### config.mk
export PLATFORM = sky130hd
export DESIGN_NAME = pd_tx_scheduler
export DESIGN_NICKNAME = d
export VERILOG_FILES = /design/src/rtl/pd_pkg.sv /design/src/rtl/flex_counter_fix.sv /design/src/rtl/pd_tx_scheduler.sv
export SDC_FILE = /design/constraint.sdc
export NUM_CORES = 1
export LEC_CHECK = 0
export ABC_AREA = 1
export BUFFER_PORTS_ARGS = -buffer_cell sky130_fd_sc_hd__buf_2
export CAP_MARGIN = 20
export CORE_AREA = 8 8 228 230
export CTS_CLUSTER_DIAMETER = 60
export DETAILED_ROUTE_END_ITERATION = 10
export DIE_AREA = 0 0 236 238
export GPL_TIMING_DRIVEN = 0
export MAX_ROUTING_LAYER = met4
export PLACE_DENSITY_LB_ADDON = 0.12
export RECOVER_POWER = 50
export SYNTH_ARGS = -nofsm -noshare
export SYNTH_HDL_FRONTEND = slang
export SYNTH_SLANG_ARGS = --single-unit
### constraint.sdc
create_clock -name clk -period 3 [get_ports clk]
set_input_delay 0.6 -clock clk [delete_from_list [all_inputs] [get_ports clk]]
set_output_delay 0.6 -clock clk [all_outputs]
set_load 0.01 [all_outputs]
### src/rtl/pd_pkg.sv
// Shared definitions for the packet TX scheduler: FSM state encoding,
// packet geometry and PID values.
package pd_pkg;

  typedef enum logic [1:0] {
    ST_IDLE = 2'd0,
    ST_LOAD = 2'd1,
    ST_SEND = 2'd2,
    ST_DONE = 2'd3
  } pd_state_e;

  localparam int unsigned PD_PKT_WORDS  = 20;
  localparam logic [7:0]  PD_PID_RESULT = 8'h01;
  localparam logic [7:0]  PD_PID_STATUS = 8'h02;
  localparam int unsigned PD_CNT_W      = 5;

endpackage

### src/rtl/flex_counter_fix.sv
// Enable-gated up-counter with synchronous clear; wraps to zero after
// reaching rollover_val_i.
module flex_counter_fix #(
  parameter int unsigned NUM_CNT_BITS = 5
) (
  input  logic                    clk,
  input  logic                    rst,
  input  logic                    clear_i,
  input  logic                    count_enable_i,
  input  logic [NUM_CNT_BITS-1:0] rollover_val_i,
  output logic [NUM_CNT_BITS-1:0] count_o
);

  logic [NUM_CNT_BITS-1:0] count_q;

  always_ff @(posedge clk) begin
    if (rst || clear_i) begin
      count_q <= '0;
    end else if (count_enable_i) begin
      count_q <= (count_q == rollover_val_i) ? '0 : count_q + 1'b1;
    end
  end

  assign count_o = count_q;

endmodule

### src/rtl/pd_tx_scheduler.sv
// Packet TX scheduler: arbitrates found-nonce results against status
// requests and streams one PKT_WORDS packet at a time into the TX FIFO.
module pd_tx_scheduler
  import pd_pkg::*;
#(
  parameter int unsigned PKT_WORDS  = PD_PKT_WORDS,
  parameter logic [7:0]  PID_RESULT = PD_PID_RESULT,
  parameter logic [7:0]  PID_STATUS = PD_PID_STATUS
) (
  input  logic              clk,
  input  logic              rst,
  input  logic              result_valid,
  input  logic [17:0][15:0] result_hash,
  output logic              result_ready,
  input  logic              status_req,
  input  logic              host_empty,
  input  logic              fifo_full,
  output logic [17:0][15:0] valid_hash,
  output logic [7:0]        PID,
  output logic              PID_en,
  output logic              transmit_empty,
  output logic              transmit_empty_en,
  output logic              read_enable,
  output logic              busy,
  output logic              pkt_done
);

  localparam logic [PD_CNT_W-1:0] LAST_IDX = PD_CNT_W'(PKT_WORDS - 1);

  pd_state_e         state_q;
  logic              pending_q, pending_d;
  logic              status_take;
  logic [17:0][15:0] valid_hash_q;
  logic [7:0]        pid_q;
  logic [PD_CNT_W-1:0] word_idx;

  // A result offered in the same IDLE cycle wins, so the pending status
  // request is only consumed when no result is present.
  assign status_take = (state_q == ST_IDLE) && !result_valid && pending_q;
  assign pending_d   = status_req | (pending_q & ~status_take);

  always_ff @(posedge clk) begin
    if (rst) begin
      state_q      <= ST_IDLE;
      pending_q    <= 1'b0;
      valid_hash_q <= '0;
      pid_q        <= '0;
    end else begin
      pending_q <= pending_d;
      unique case (state_q)
        ST_IDLE: begin
          if (result_valid) begin
            valid_hash_q <= result_hash;
            pid_q        <= PID_RESULT;
            state_q      <= ST_LOAD;
          end else if (pending_q) begin
            valid_hash_q <= '0;
            pid_q        <= PID_STATUS;
            state_q      <= ST_LOAD;
          end
        end
        ST_LOAD: state_q <= ST_SEND;
        ST_SEND: begin
          if (read_enable && (word_idx == LAST_IDX)) begin
            state_q <= ST_DONE;
          end
        end
        ST_DONE: state_q <= ST_IDLE;
        default: state_q <= ST_IDLE;
      endcase
    end
  end

  flex_counter_fix #(
    .NUM_CNT_BITS (PD_CNT_W)
  ) u_word_cnt (
    .clk            (clk),
    .rst            (rst),
    .clear_i        (state_q == ST_DONE),
    .count_enable_i (read_enable),
    .rollover_val_i (LAST_IDX),
    .count_o        (word_idx)
  );

  assign result_ready      = (state_q == ST_IDLE);
  assign busy              = (state_q != ST_IDLE);
  assign pkt_done          = (state_q == ST_DONE);
  assign PID_en            = (state_q == ST_LOAD);
  assign transmit_empty_en = (state_q == ST_LOAD);
  assign transmit_empty    = (state_q == ST_LOAD) && host_empty;
  assign read_enable       = (state_q == ST_SEND) && !fifo_full;
  assign valid_hash        = valid_hash_q;
  assign PID               = pid_q;

endmodule

==> Word-level counts from Yosys, hierarchy flattened <==
Index checks and enable logic that the tools add are counted.
{ "classes": {"addsub": 1, "n_eq_ne": 6, "n_mux": 9, "n_bitwise": 3, "n_reduce_logical": 13} }
{ "op_table": {"columns": ["op", "count"], "rows": [
  ["2-to-1 mux 288 bit", 2],
  ["2-to-1 mux 8 bit", 2],
  ["case mux 2 bit (4 select lines)", 1],
  ["2-to-1 mux 2 bit", 3],
  ["adder 5 x 1 -> 5 bit (second input constant)", 1],
  ["equality test 5 bit (second input constant)", 1],
  ["logical AND 1 bit", 5],
  ["2-to-1 mux 5 bit", 1],
  ["equality test 2 bit (second input constant)", 2],
  ["AND reduction 2 bit", 2],
  ["nonzero test 2 bit", 2],
  ["!= test 3 x 2 -> 1 bit (second input constant)", 1],
  ["equality test 2 x 1 -> 1 bit (second input constant)", 1],
  ["logical NOT 1 bit", 2],
  ["logical NOT 2 bit", 1],
  ["!= test 2 bit (second input constant)", 1],
  ["bitwise AND 1 bit", 1],
  ["logical OR 1 bit", 1],
  ["inverter 1 bit", 1],
  ["bitwise OR 1 bit", 1]
]} }
{ "word_totals": {"register_bits": 304, "output_inout_bits": 303, "wordCells": 54} }

==> Depth between registers and ports, before layout <==
Gate-level depths: netlist of run 1.
{ "depth": {"word_depth": 6, "mapped_depth": 9, "depth_no_buf": 9} }

==> Modules after synthesis <==
From an unflattened synthesis of run 1, not the netlist that was laid out.
{ "unflattened": {"cells_unflattened": 1353, "hier_area_um2": 10560.1} }
{ "modules_own_cells": {"columns": ["mod", "instances", "cells_each", "area_per_inst_um2"], "rows": [
  ["pd_tx_scheduler", 1, 1302, 10232.3],
  ["flex_counter_fix", 1, 51, 327.8]
]} }

==> Least setup slack after synthesis of run 1 <==
Ideal clock, no wire load.
{ "synth_path": {"path_type": "flip-flop to flip-flop", "from": "register state_q[0]", "to": "register valid_hash_q (netlist bit valid_hash[100])", "arrival_time_ns": 1.428, "t_required_ns": 2.930, "setup_slack_ns": 1.501, "stages_incl_launch_ff": 9, "cell_sequence": "dfxtp_1 > inv_1 > ha_1 > o21ai_1 > buf_2 > buf_6 > buf_2 > nand2_1 > a21oi_1"} }
{ "synth_between": {"elab_chain_cells": 2} }
{ "synth_rtl": {"columns": ["element", "line", "rtl"], "rows": [
  ["start, declared", "pd_tx_scheduler.sv:30", "pd_state_e state_q;"],
  ["start signal, assigned", "pd_tx_scheduler.sv:44", "state_q <= ST_IDLE;"],
  ["start signal, assigned", "pd_tx_scheduler.sv:55", "state_q <= ST_LOAD;"],
  ["start signal, assigned", "pd_tx_scheduler.sv:59", "state_q <= ST_LOAD;"],
  ["logical NOT 2 bit", null, null],
  ["net result_ready", "pd_tx_scheduler.sv:14", "output logic result_ready,"],
  ["AND reduction 2 bit (no line)", null, null],
  ["end signal, assigned", "pd_tx_scheduler.sv:53", "valid_hash_q <= result_hash;"],
  ["end, declared", "pd_tx_scheduler.sv:33", "logic [17:0][15:0] valid_hash_q;"]
]} }
The timed path passes the listed nets, and every way through them passes these cells.
A chain may end at the register's enable or synchronous reset.

==> Final worst setup path of run 1 <==
{ "layout_path": {"from": "register state_q[0]", "to": "output read_enable"} }
{ "layout_between": {"elab_chain_cells": 2} }
{ "layout_rtl": {"columns": ["element", "line", "rtl"], "rows": [
  ["equality test 2 bit", "pd_tx_scheduler.sv:91", "assign read_enable = (state_q == ST_SEND) && !fifo_full;"],
  ["logical AND 1 bit", "pd_tx_scheduler.sv:91", null],
  ["end, declared", "pd_tx_scheduler.sv:23", "output logic read_enable,"]
]} }
No other way between the ends.

==> results by group, run 1 <==
Status
  • Result of the run: finished, final reports clean

Detailed routing
  • # DRC: 0
  • Antenna viol nets, final: 0
  • DRT iter0 DRCs: 383
  • First-pass detailed-route iteration total: 5
  • Wire length after detailed routing: 47.3 mm
  • Vias per inst: 4.16
  • Routed len/inst: 18.0 um
  • Vias post-DR: 10900

Worst setup path
  • RR Endpoint: valid_hash[158]
  • Slowest stage delay, CP: 0.32 ns
  • CP endpoint kind: primary output
  • Crit path max fanout: 4
  • Crit-path leading delay family: buffers and inverters
  • CP arrival: 1.52 ns
  • WS Path Type: reg -> out
  • Worst path slowest cell: dfxtp_1
  • Worst r2r src: state_q[1]
  • Crit-path cells: inv_1 > ha_1 > inv_1 > nor2_1 > buf_2
  • R2R setup slack: 1.01 ns
  • Critical path's most frequent cell: inv_1
  • Buf+Inv Stages, Crit Path: 3
  • Worst Path Required: 2.40 ns
  • CP startpoint kind: flop
  • Worst Reg-to-Reg Cells: 8

Timing
  • Final worst setup slack: 0.878 ns
  • Unrepaired setup endpoints after global routing: false
  • Slew Viols, Final: 0
  • Final setup viols: 0
  • Worst-Margin Slew: 0.851 ns
  • Fmax: 471 MHz
  • Clock Skew: 0.0134 ns
  • Period minus WS final: 2.12 ns
  • Max-slew headroom: 43.3%
  • Fin Setup TNS: 0 ns
  • Tcrit/Tclk final: 70.7%
  • Final hold vios: 0

Min path
  • Worst Hold End: pending_q
  • Min-delay worst type: in -> reg
  • Hold Crit Depth: 3
  • Critical hold path startpoint: status_req

Synth
  • Yosys cell types: 22
  • Yosys top cell area share: 57.1%
  • Seq/Total Area, Yosys: 57.1%
  • Ranking of synthesized cells by area: dfxtp_1 (57%), nand2_1 (21%), a21oi_1 (14%), buf_4 (1.7%), buf_2 (1.6%)
  • Area leader, netlist: dfxtp_1
  • Mean post-synth cell area: 7.86 um2
  • Synthesized area: 10400 um2
  • Yosys warning total: 0
  • Post-synthesis instance total: 1329
  • Register bit total from synthesis: 298

CTS
  • Post-CTS Hold Buffers: 0
  • Clock Sinks: 298
  • Cts bufs inserted: 41
  • Reg clk slew, reported paths: 0.05 ns
  • Post-CTS setup buffers: 0
  • Post-cts sizing count: 0
  • H-tree depth: 2
  • Clock Tree Root: clkbuf_16
  • Clk_lat worst skew: 0.54 ns
  • CTS max path bufs: 3
  • CTS tree: done

Floorplan
  • Rows: 81
  • Initial Util: 21.6%
  • Die Span Y: 238 um
  • Die X: 236 um
  • CORE AREA: 48300 um2
  • Die ar.: 56200 um2
  • Total I/O pin count: 597

Global routing
  • GR Overflow Total: 0
  • Vias in the first global route: 11200
  • Largest net degree at the start of global routing: 12
  • Initial antenna violation count: 8
  • Total GRT Usage: 16.4%
  • First-pass GRT wire length: 69.6 mm

Placement
  • Dpl cell area: 14200 um2
  • Setup WS pre-CTS: 0.665 ns
  • Input/output buffers: 589
  • Routability cong.: 0.796
  • DP HPWL: 37.7 mm

Cells and area
  • Commonest cells after routing, fill and taps aside: nand2_1 (589), buf_2 (334), clkbuf_1 (331)
  • Post-route cell area: 15200 um2
  • Commonest non-fill, non-tap cell in the layout: nand2_1
  • Area Overhead vs Synth: 45.2%
  • Final #Nets: 2265
  • Layout cells sized above 1: 21.4%

Job
  • Max Cap Viol: 0

Power and ir drop
  • Pwr/cell area: 891 nW/um2
  • Max VDD drop: 0.425 mV
  • Leak: 0.00615 uW
registers in the layout, summed over array words and instances (netlist names):
signal / flops
PID: 2
state_q: 2
pending_q: 1
valid_hash: 288
u_word_cnt.count_o: 5
final cells by class:
cell class | count | area, um2
clock buffers | 57 | 1200
flip-flops and latches | 298 | 5970
inverters | 17 | 63.8
diodes | 9 | 22.5
repair buffers | 589 | 2590
plain buffers | 103 | 549
multi-input cells | 916 | 3880
clock inverters | 13 | 115
fillers | 5491 | 33200
well taps | 622 | 778
power by group:
| part | internal (uW) | switching (uW) | leakage, uW |
|---|---|---|---|
| clock network | 2880 | 1820 | 0.000642 |
| logic | 1210 | 2500 | 0.00307 |
| registers | 4700 | 392 | 0.00244 |
| total | 8790 | 4720 | 0.00615 |
metrics by stage:
| step | total power [uW] | hold WS, ns | instances | util, % |
|---|---|---|---|---|
| floorplan | 7280 | 0.456 | 1334 | - |
| global placement | 9120 | 0.445 | 2545 | 29.3 |
| detailed placement | 9160 | 0.449 | 2545 | 29.3 |
| CTS | 14000 | 0.245 | 2615 | 32.1 |
| global route | 14400 | 0.276 | 2623 | 31.4 |
| finish | 13500 | 0.285 | 2624 | 31.4 |
worst reg2reg max path: stages (launching register included):
cell	delay [ns]
dfxtp_1	0.38
inv_1	0.08
ha_1	0.28
o21ai_1	0.13
buf_2	0.34
buf_6	0.22
buf_2	0.27
nand2_1	0.08
a21oi_1	0.14
Yosys cell counts:
library cell / count
buf_6: 3
buf_2: 34
a21oi_1: 292
nor3b_1: 1
nor2_1: 10
buf_1: 5
nor3_1: 2
nand2_1: 589
clkbuf_4: 2
ha_1: 5
dfxtp_1: 298
xnor2_1: 1
inv_1: 16
o21ai_1: 1
a211oi_1: 2
inv_2: 1
o21ai_0: 2
buf_4: 24
clkbuf_1: 35
nand3_1: 4
conb_1: 1
xor2_1: 1
kinds of logic (layout without fill, tap and decap cells):
logic type	after synthesis	in the layout	share of synthesized area, %
other cells	1	15	0.0359
fa+ha+maj	5	5	0.599
compound gates	297	297	14.3
flops	298	298	57.1
xor+xnor	2	2	0.168
buf+inv	120	779	5.87
simple gates	606	606	21.9
worst max path at each step:
stage | slack [ns] | from | depth (start not counted) | to
CTS | 0.80 | state_q[0] | 5 | read_enable
global route | 0.71 | state_q[0] | 5 | read_enable
detailed placement | 0.67 | rst | 4 | valid_hash[158]
floorplan | 1.50 | state_q[0] | 8 | valid_hash[100]
global placement | 0.71 | rst | 4 | valid_hash[156]
finish | 0.88 | state_q[0] | 5 | read_enable
per-layer routing:
layer	vias up	share of wire [%]	GRT usage (%)
met3	59	8.4	6.46
met2	366	50	28.2
met4	0	2.1	4.39
met1	4958	40	17.6
li1	5526	-	-
met5	-	0	-
(Power assumes the default switching activity.)
==> run 2: changes to the inputs <==
--- a/config.mk
+++ b/config.mk
@@ -8,10 +8,10 @@
 export ABC_AREA = 1
 export BUFFER_PORTS_ARGS = -buffer_cell sky130_fd_sc_hd__buf_2
 export CAP_MARGIN = 20
-export CORE_AREA = 8 8 228 230
+export CORE_AREA = 8 8 229 231
 export CTS_CLUSTER_DIAMETER = 60
 export DETAILED_ROUTE_END_ITERATION = 10
-export DIE_AREA = 0 0 236 238
+export DIE_AREA = 0 0 237 239
 export GPL_TIMING_DRIVEN = 0
 export MAX_ROUTING_LAYER = met4
 export PLACE_DENSITY_LB_ADDON = 0.12
==> constraint.sdc (replaced) <==
create_clock -name clk -period 2.1 [get_ports clk]
set_input_delay 0.42 -clock clk [delete_from_list [all_inputs] [get_ports clk]]
set_output_delay 0.42 -clock clk [all_outputs]
set_load 0.01 [all_outputs]
==> run 2 against run 1 <==
Against the previous run:
- sequential share of layout area decreased by 0.75 points
- clock skew increased by 0.0011 ns
- routed wire length increased by 4.4%
- via count increased by 1.4%
- register-to-register slack got worse by 0.87 ns
- flip-flop and latch count unchanged
- die area increased by 0.85%
- final cell count decreased by 0.15%
- non-clock buffer count unchanged
- clock-buffer cell count decreased by 1
- clock power increased by 38%
- total power increased by 44%
- critical path type is now reg -> reg
- largest cell class unchanged
==> results by group, run 2 (synthesis results as in run 1) <==
CTS
  • Post-cts sizing count: 1 (+1)
  • Cts bufs inserted: 40 (-2.4%)
  • Post-CTS setup buffers: 0 (unchanged)
  • Reg clk slew, reported paths: 0.06 ns (about the same)
  • Clock Sinks: 298 (unchanged)
  • CTS max path bufs: 3 (unchanged)
  • Post-CTS Hold Buffers: 0 (unchanged)
  • H-tree depth: 2 (unchanged)
  • Clk_lat worst skew: 0.53 ns (about the same)
  • Clock Tree Root: clkbuf_16
  • CTS tree: done

Worst setup path
  • Crit path max fanout: 10 (+6)
  • Slowest stage delay, CP: 0.32 ns (about the same)
  • CP endpoint kind: flop
  • Worst Path Required: 2.56 ns (+0.16 ns)
  • Critical path's most frequent cell: nand2_1
  • WS Path Type: reg -> reg
  • CP startpoint kind: flop
  • CP arrival: 2.42 ns (+0.90 ns)
  • Crit-path cells: inv_1 > ha_2 > nand2_1 > inv_2 > buf_6 > clkbuf_4 > nand2_1 > a21oi_1
  • Worst path slowest cell: dfxtp_1

Global routing
  • Vias in the first global route: 11200 (-0.52%)
  • First-pass GRT wire length: 70.8 mm (+1.8%)
  • Total GRT Usage: 16.8% (+0.41 points)
  • GR Overflow Total: 0 (unchanged)
  • Initial antenna violation count: 7 (-1)
  • Largest net degree at the start of global routing: 13 (+1)

Floorplan
  • CORE AREA: 48500 um2 (+0.42%)
  • Total I/O pin count: 597 (unchanged)
  • Die ar.: 56600 um2 (+0.85%)
  • Initial Util: 21.5% (-0.090 points)
  • Rows: 81 (unchanged)
  • Die X: 237 um (+0.42%)
  • Die Span Y: 239 um (+0.42%)

Timing
  • Worst-Margin Slew: 0.859 ns (+0.00803 ns)
  • Period minus WS final: 1.96 ns
  • Fmax: 510 MHz
  • Unrepaired setup endpoints after global routing: true
  • Slew Viols, Final: 0 (unchanged)
  • Clock Skew: 0.0145 ns (+0.00110 ns)
  • Tcrit/Tclk final: 93.4%
  • Final worst setup slack: 0.139 ns (-0.739 ns)
  • Final hold vios: 0 (unchanged)
  • Final setup viols: 0 (unchanged)
  • Max-slew headroom: 42.7% (-0.54 points)

Placement
  • Setup WS pre-CTS: -0.143 ns (-0.808 ns)
  • Placed Cells: 2545 (unchanged)
  • Routability cong.: 0.823 (+3.5%)
  • DP HPWL: 39.4 mm (+4.5%)
  • Input/output buffers: 589 (unchanged)

Cells and area
  • Max FFs per register: 288 (unchanged)
  • Final #Nets: 2264 (-0.044%)
  • Fillers: 5323 (-3.1%)
  • Commonest cells after routing, fill and taps aside: buf_2 (623), nand2_1 (589), dfxtp_1 (298)
  • Commonest non-fill, non-tap cell in the layout: buf_2
  • Area Overhead vs Synth: 48.0%
  • Post-Layout Cell Count: 2620 (-0.15%)
  • Layout cells sized above 1: 35.9% (+14 points)
  • Final core occ: 31.8% (+0.48 points)

Detailed routing
  • Vias per inst: 4.22 (+1.5%)
  • DRT iter0 DRCs: 342 (-11%)
  • Routed len/inst: 18.8 um (+4.6%)
  • First-pass detailed-route iteration total: 6 (+1)
  • # DRC: 0 (unchanged)
  • Vias post-DR: 11100 (+1.4%)
  • Antenna viol nets, final: 0 (unchanged)
  • Wire length after detailed routing: 49.4 mm (+4.4%)

Min path
  • Min-delay worst type: in -> reg

Status
  • Result of the run: finished, final reports clean

Power and ir drop
  • Max VDD drop: 0.552 mV (+30%)
  • Pwr/cell area: 1260 nW/um2 (+41%)
  • Leak: 0.00730 uW (+19%)

Job
  • Max Cap Viol: 0 (unchanged)
run 2: where the power goes:
part           internal (uW)  switching, uW  leakage (uW)
Combinational           2020           3640       0.00425
Clock                   3910           2590      0.000612
Sequential              6720            532       0.00244
run 2: worst paths after layout:
kind	startpoint	to	slack [ns]	cells after the start
setup / recovery	state_q[0]	valid_hash[244]	0.14	8
hold / removal	status_req	pending_q	0.11	3
setup reg to reg	state_q[0]	valid_hash[244]	0.14	8
hold reg to reg	valid_hash[91]	valid_hash[91]	0.46	2
run 2: critical path, delay by kind of cell, from the launching register on:
family | cells | cell delay [ns]
buffers and inverters | 4 | 0.81
flip-flops | 1 | 0.32
adder cells (fa/ha/maj) | 1 | 0.29
AND/OR/NAND/NOR | 2 | 0.28
AO/OA/AOI/OAI | 1 | 0.16
run 2: cell type report:
| cell class | count | area, um2 | share of cell area [%] |
|---|---|---|---|
| tap | 622 | 778 | 5.04 |
| buffer | 103 | 551 | 3.56 |
| clock buffer | 56 | 1140 | 7.39 |
| clock inverter | 12 | 104 | 0.672 |
| timing repair buffer | 589 | 2950 | 19.1 |
| inverter | 17 | 63.8 | 0.413 |
| sequential | 298 | 5970 | 38.6 |
| antenna | 7 | 17.5 | 0.113 |
| multi-input combinational | 916 | 3880 | 25.1 |
run 2: stage by stage:
| step | hold slack, ns | setup TNS [ns] | instance area (um2) | power, uW |
|---|---|---|---|---|
| final | 0.111 | 0 | 15500 | 19400 |
| after global routing | 0.0813 | 0 | 15500 | 20600 |
| after CTS | 0.0645 | 0 | 15400 | 19800 |
| after detailed placement | 0.445 | -2.18 | 14200 | 13200 |
| after global placement | 0.445 | -1.41 | 14200 | 13100 |
| after floorplan | 0.456 | 0 | 10500 | 10400 |
run 2: layer usage:
layer | wire length [um] | GRT usage (%) | vias up
li1 | - | - | 5521
met1 | 19700 | 18.6 | 5040
met2 | 24400 | 28.6 | 430
met3 | 4100 | 5.56 | 69
met4 | 1180 | 5.22 | 0
met5 | 0 | - | -
==> run 3: changes to the inputs <==
--- a/config.mk
+++ b/config.mk
@@ -14,7 +14,7 @@
 export DIE_AREA = 0 0 237 239
 export GPL_TIMING_DRIVEN = 0
 export MAX_ROUTING_LAYER = met4
-export PLACE_DENSITY_LB_ADDON = 0.12
+export PLACE_DENSITY_LB_ADDON = 0.3
 export RECOVER_POWER = 50
 export SYNTH_ARGS = -nofsm -noshare
 export SYNTH_HDL_FRONTEND = slang
==> run 3 against run 2 <==
Against the previous run:
- clock skew fell by 0.0018 ns
- combinational power is 6.9% lower
- routed wire length down 11%
- register-to-register slack about the same
- core utilization is 0.81 points lower
- critical path depth did not move
- hold slack improved by 0.022 ns
- total power shrank 2.8%
- sequential power about the same
- clock power is 3% lower
- maximum frequency down 0.20%
- sequential share of layout area up 1.0 points
- critical endpoint is now valid_hash[248]
- largest cell class unchanged
==> results by group, run 3 (synthesis results as in run 1) <==
Detailed routing
  • Routed len/inst: 16.7 um (-11%)
  • Vias per inst: 4.21 (-0.19%)
  • DRT iter0 DRCs: 384 (+12%)
  • First-pass detailed-route iteration total: 5 (-1)
  • Vias post-DR: 11000 (-0.38%)
  • Wire length after detailed routing: 43.7 mm (-11%)
  • Antenna viol nets, final: 0 (unchanged)
  • # DRC: 0 (unchanged)

Power and ir drop
  • Max VDD drop: 0.606 mV (+9.8%)
  • Pwr/cell area: 1250 nW/um2 (-0.29%)
  • Leak: 0.00612 uW (-16%)
  • Tot Pwr: 18900 uW (-2.8%)

Worst setup path
  • RR Endpoint: valid_hash[248]
  • R2R setup slack: 0.14 ns (about the same)
  • Critical path's most frequent cell: nand2_1
  • CP endpoint kind: flop
  • Worst Reg-to-Reg Cells: 8 (unchanged)
  • Worst Path Required: 2.55 ns (about the same)
  • WS Path Type: reg -> reg
  • CP startpoint kind: flop
  • Crit path max fanout: 10 (unchanged)
  • Slowest stage delay, CP: 0.35 ns (+0.03 ns)
  • CP arrival: 2.42 ns (about the same)
  • Worst path slowest cell: dfxtp_1
  • Crit-path cells: inv_1 > ha_2 > nand2_1 > inv_4 > buf_6 > clkbuf_4 > nand2_1 > a21oi_1
  • Worst r2r src: state_q[1]

Floorplan
  • Rows: 81 (unchanged)
  • CORE AREA: 48500 um2 (unchanged)
  • Initial Util: 21.5% (unchanged)
  • Total I/O pin count: 597 (unchanged)
  • Die ar.: 56600 um2 (unchanged)
  • Die Span Y: 239 um (unchanged)
  • Die X: 237 um (unchanged)

Global routing
  • First-pass GRT wire length: 64.6 mm (-8.7%)
  • Initial antenna violation count: 3 (-4)
  • Total GRT Usage: 14.9% (-2.0 points)
  • Vias in the first global route: 11200 (-0.13%)
  • Largest net degree at the start of global routing: 13 (unchanged)
  • GR Overflow Total: 0 (unchanged)

Timing
  • Max-slew headroom: 44.4% (+1.7 points)
  • Tcrit/Tclk final: 93.6% (+0.19 points)
  • Worst-Margin Slew: 0.833 ns (-0.0257 ns)
  • Fmax: 509 MHz (-0.20%)
  • Slew Viols, Final: 0 (unchanged)
  • Period minus WS final: 1.96 ns (+0.00396 ns)
  • Clock Skew: 0.0127 ns (-0.00181 ns)
  • Unrepaired setup endpoints after global routing: false
  • Final setup viols: 0 (unchanged)
  • Final hold vios: 0 (unchanged)

CTS
  • H-tree depth: 2 (unchanged)
  • Clk_lat worst skew: 0.54 ns (about the same)
  • Reg clk slew, reported paths: 0.06 ns (about the same)
  • Post-CTS setup buffers: 0 (unchanged)
  • Clock Sinks: 298 (unchanged)
  • Clock Tree Root: clkbuf_16
  • CTS tree: done
  • Cts bufs inserted: 38 (-5.0%)
  • CTS max path bufs: 3 (unchanged)

Min path
  • Min-delay worst type: in -> reg
  • Hold Crit Depth: 3 (unchanged)
  • Worst Hold End: valid_hash[64]
  • Critical hold path startpoint: result_hash[64]

Cells and area
  • Area Overhead vs Synth: 44.3%
  • Max FFs per register: 288 (unchanged)
  • Commonest cells after routing, fill and taps aside: nand2_1 (589), buf_2 (334), clkbuf_1 (330)
  • Final core occ: 31.0% (-0.81 points)
  • Layout cells sized above 1: 21.4% (-15 points)
  • Final #Nets: 2262 (-0.088%)
  • Commonest non-fill, non-tap cell in the layout: nand2_1

Placement
  • Routability cong.: 0.931 (+13%)
  • DP HPWL: 35.0 mm (-11%)
  • Input/output buffers: 589 (unchanged)

Status
  • Result of the run: finished, final reports clean

Job
  • Max Cap Viol: 0 (unchanged)
[run 3: changes by cell type in the layout (fill, tap and decap cells not counted), moves of 2 or more]
cell       change
buf_2        -289
clkbuf_1     +287
diode_2        -4
clkbuf_16      -3
clkinv_2       -2
clkinv_4       +2
inv_6          +2
[run 3: power breakdown]
group	internal, uW	switching, uW	leakage, uW	total, uW
Combinational	1750	3520	0.00308	5270
Sequential	6720	565	0.00244	7280
Clock	3800	2510	0.000598	6310
[run 3: what timing repair did]
action,CTS,global route
gates resized for setup,4,1
gates cloned,0,0
setup endpoints to repair,43,19
hold buffers,0,0
pin swaps,0,0
[run 3: worst max-delay path by stage]
stage,from,to
2_1_floorplan,state_q[0],valid_hash[128]
3_3_place_gp,rst,valid_hash[156]
3_5_place_dp,state_q[1],valid_hash[248]
4_1_cts,state_q[1],valid_hash[128]
5_1_grt,state_q[1],valid_hash[169]
6_report,state_q[1],valid_hash[248]
[run 3: critical path: cells and delay by family (launching register included)]
kind	cells	cell delay, ns
AOI/OAI and AO/OA	1	0.18
adders and majority gates	1	0.29
and+or+nand+nor	2	0.28
DFF	1	0.35
buffers and inverters	4	0.76
[run 3: through the flow]
step	setup TNS (ns)	area [um2]	setup slack, ns	cells	hold WS, ns
after floorplan	0	10500	0.601	1334	0.456
after global placement	-0.583	14200	-0.0545	2545	0.444
final	0	15100	0.135	2615	0.133
after detailed placement	-1.67	14200	-0.102	2545	0.448
after CTS	0	15400	0.0406	2612	0.0837
after global routing	0	15100	0.00361	2615	0.0964
[run 3: final cells by class]
| cell class | instances | area, um2 |
|---|---|---|
| Sequential cell | 298 | 5970 |
| Antenna cell | 3 | 7.51 |
| Inverter | 17 | 66.3 |
| Fill cell | 5356 | 33500 |
| Multi-Input combinational cell | 916 | 3880 |
| Clock inverter | 15 | 168 |
| Buffer | 103 | 554 |
| Tap cell | 622 | 778 |
| Clock buffer | 52 | 1050 |
| Timing Repair Buffer | 589 | 2590 |
[run 3: per-layer routing]
layer,GRT usage (%),routed length (um)
met5,-,0
met4,4.70,1110
met3,4.98,3450
met2,25.9,21800
met1,15.8,17300
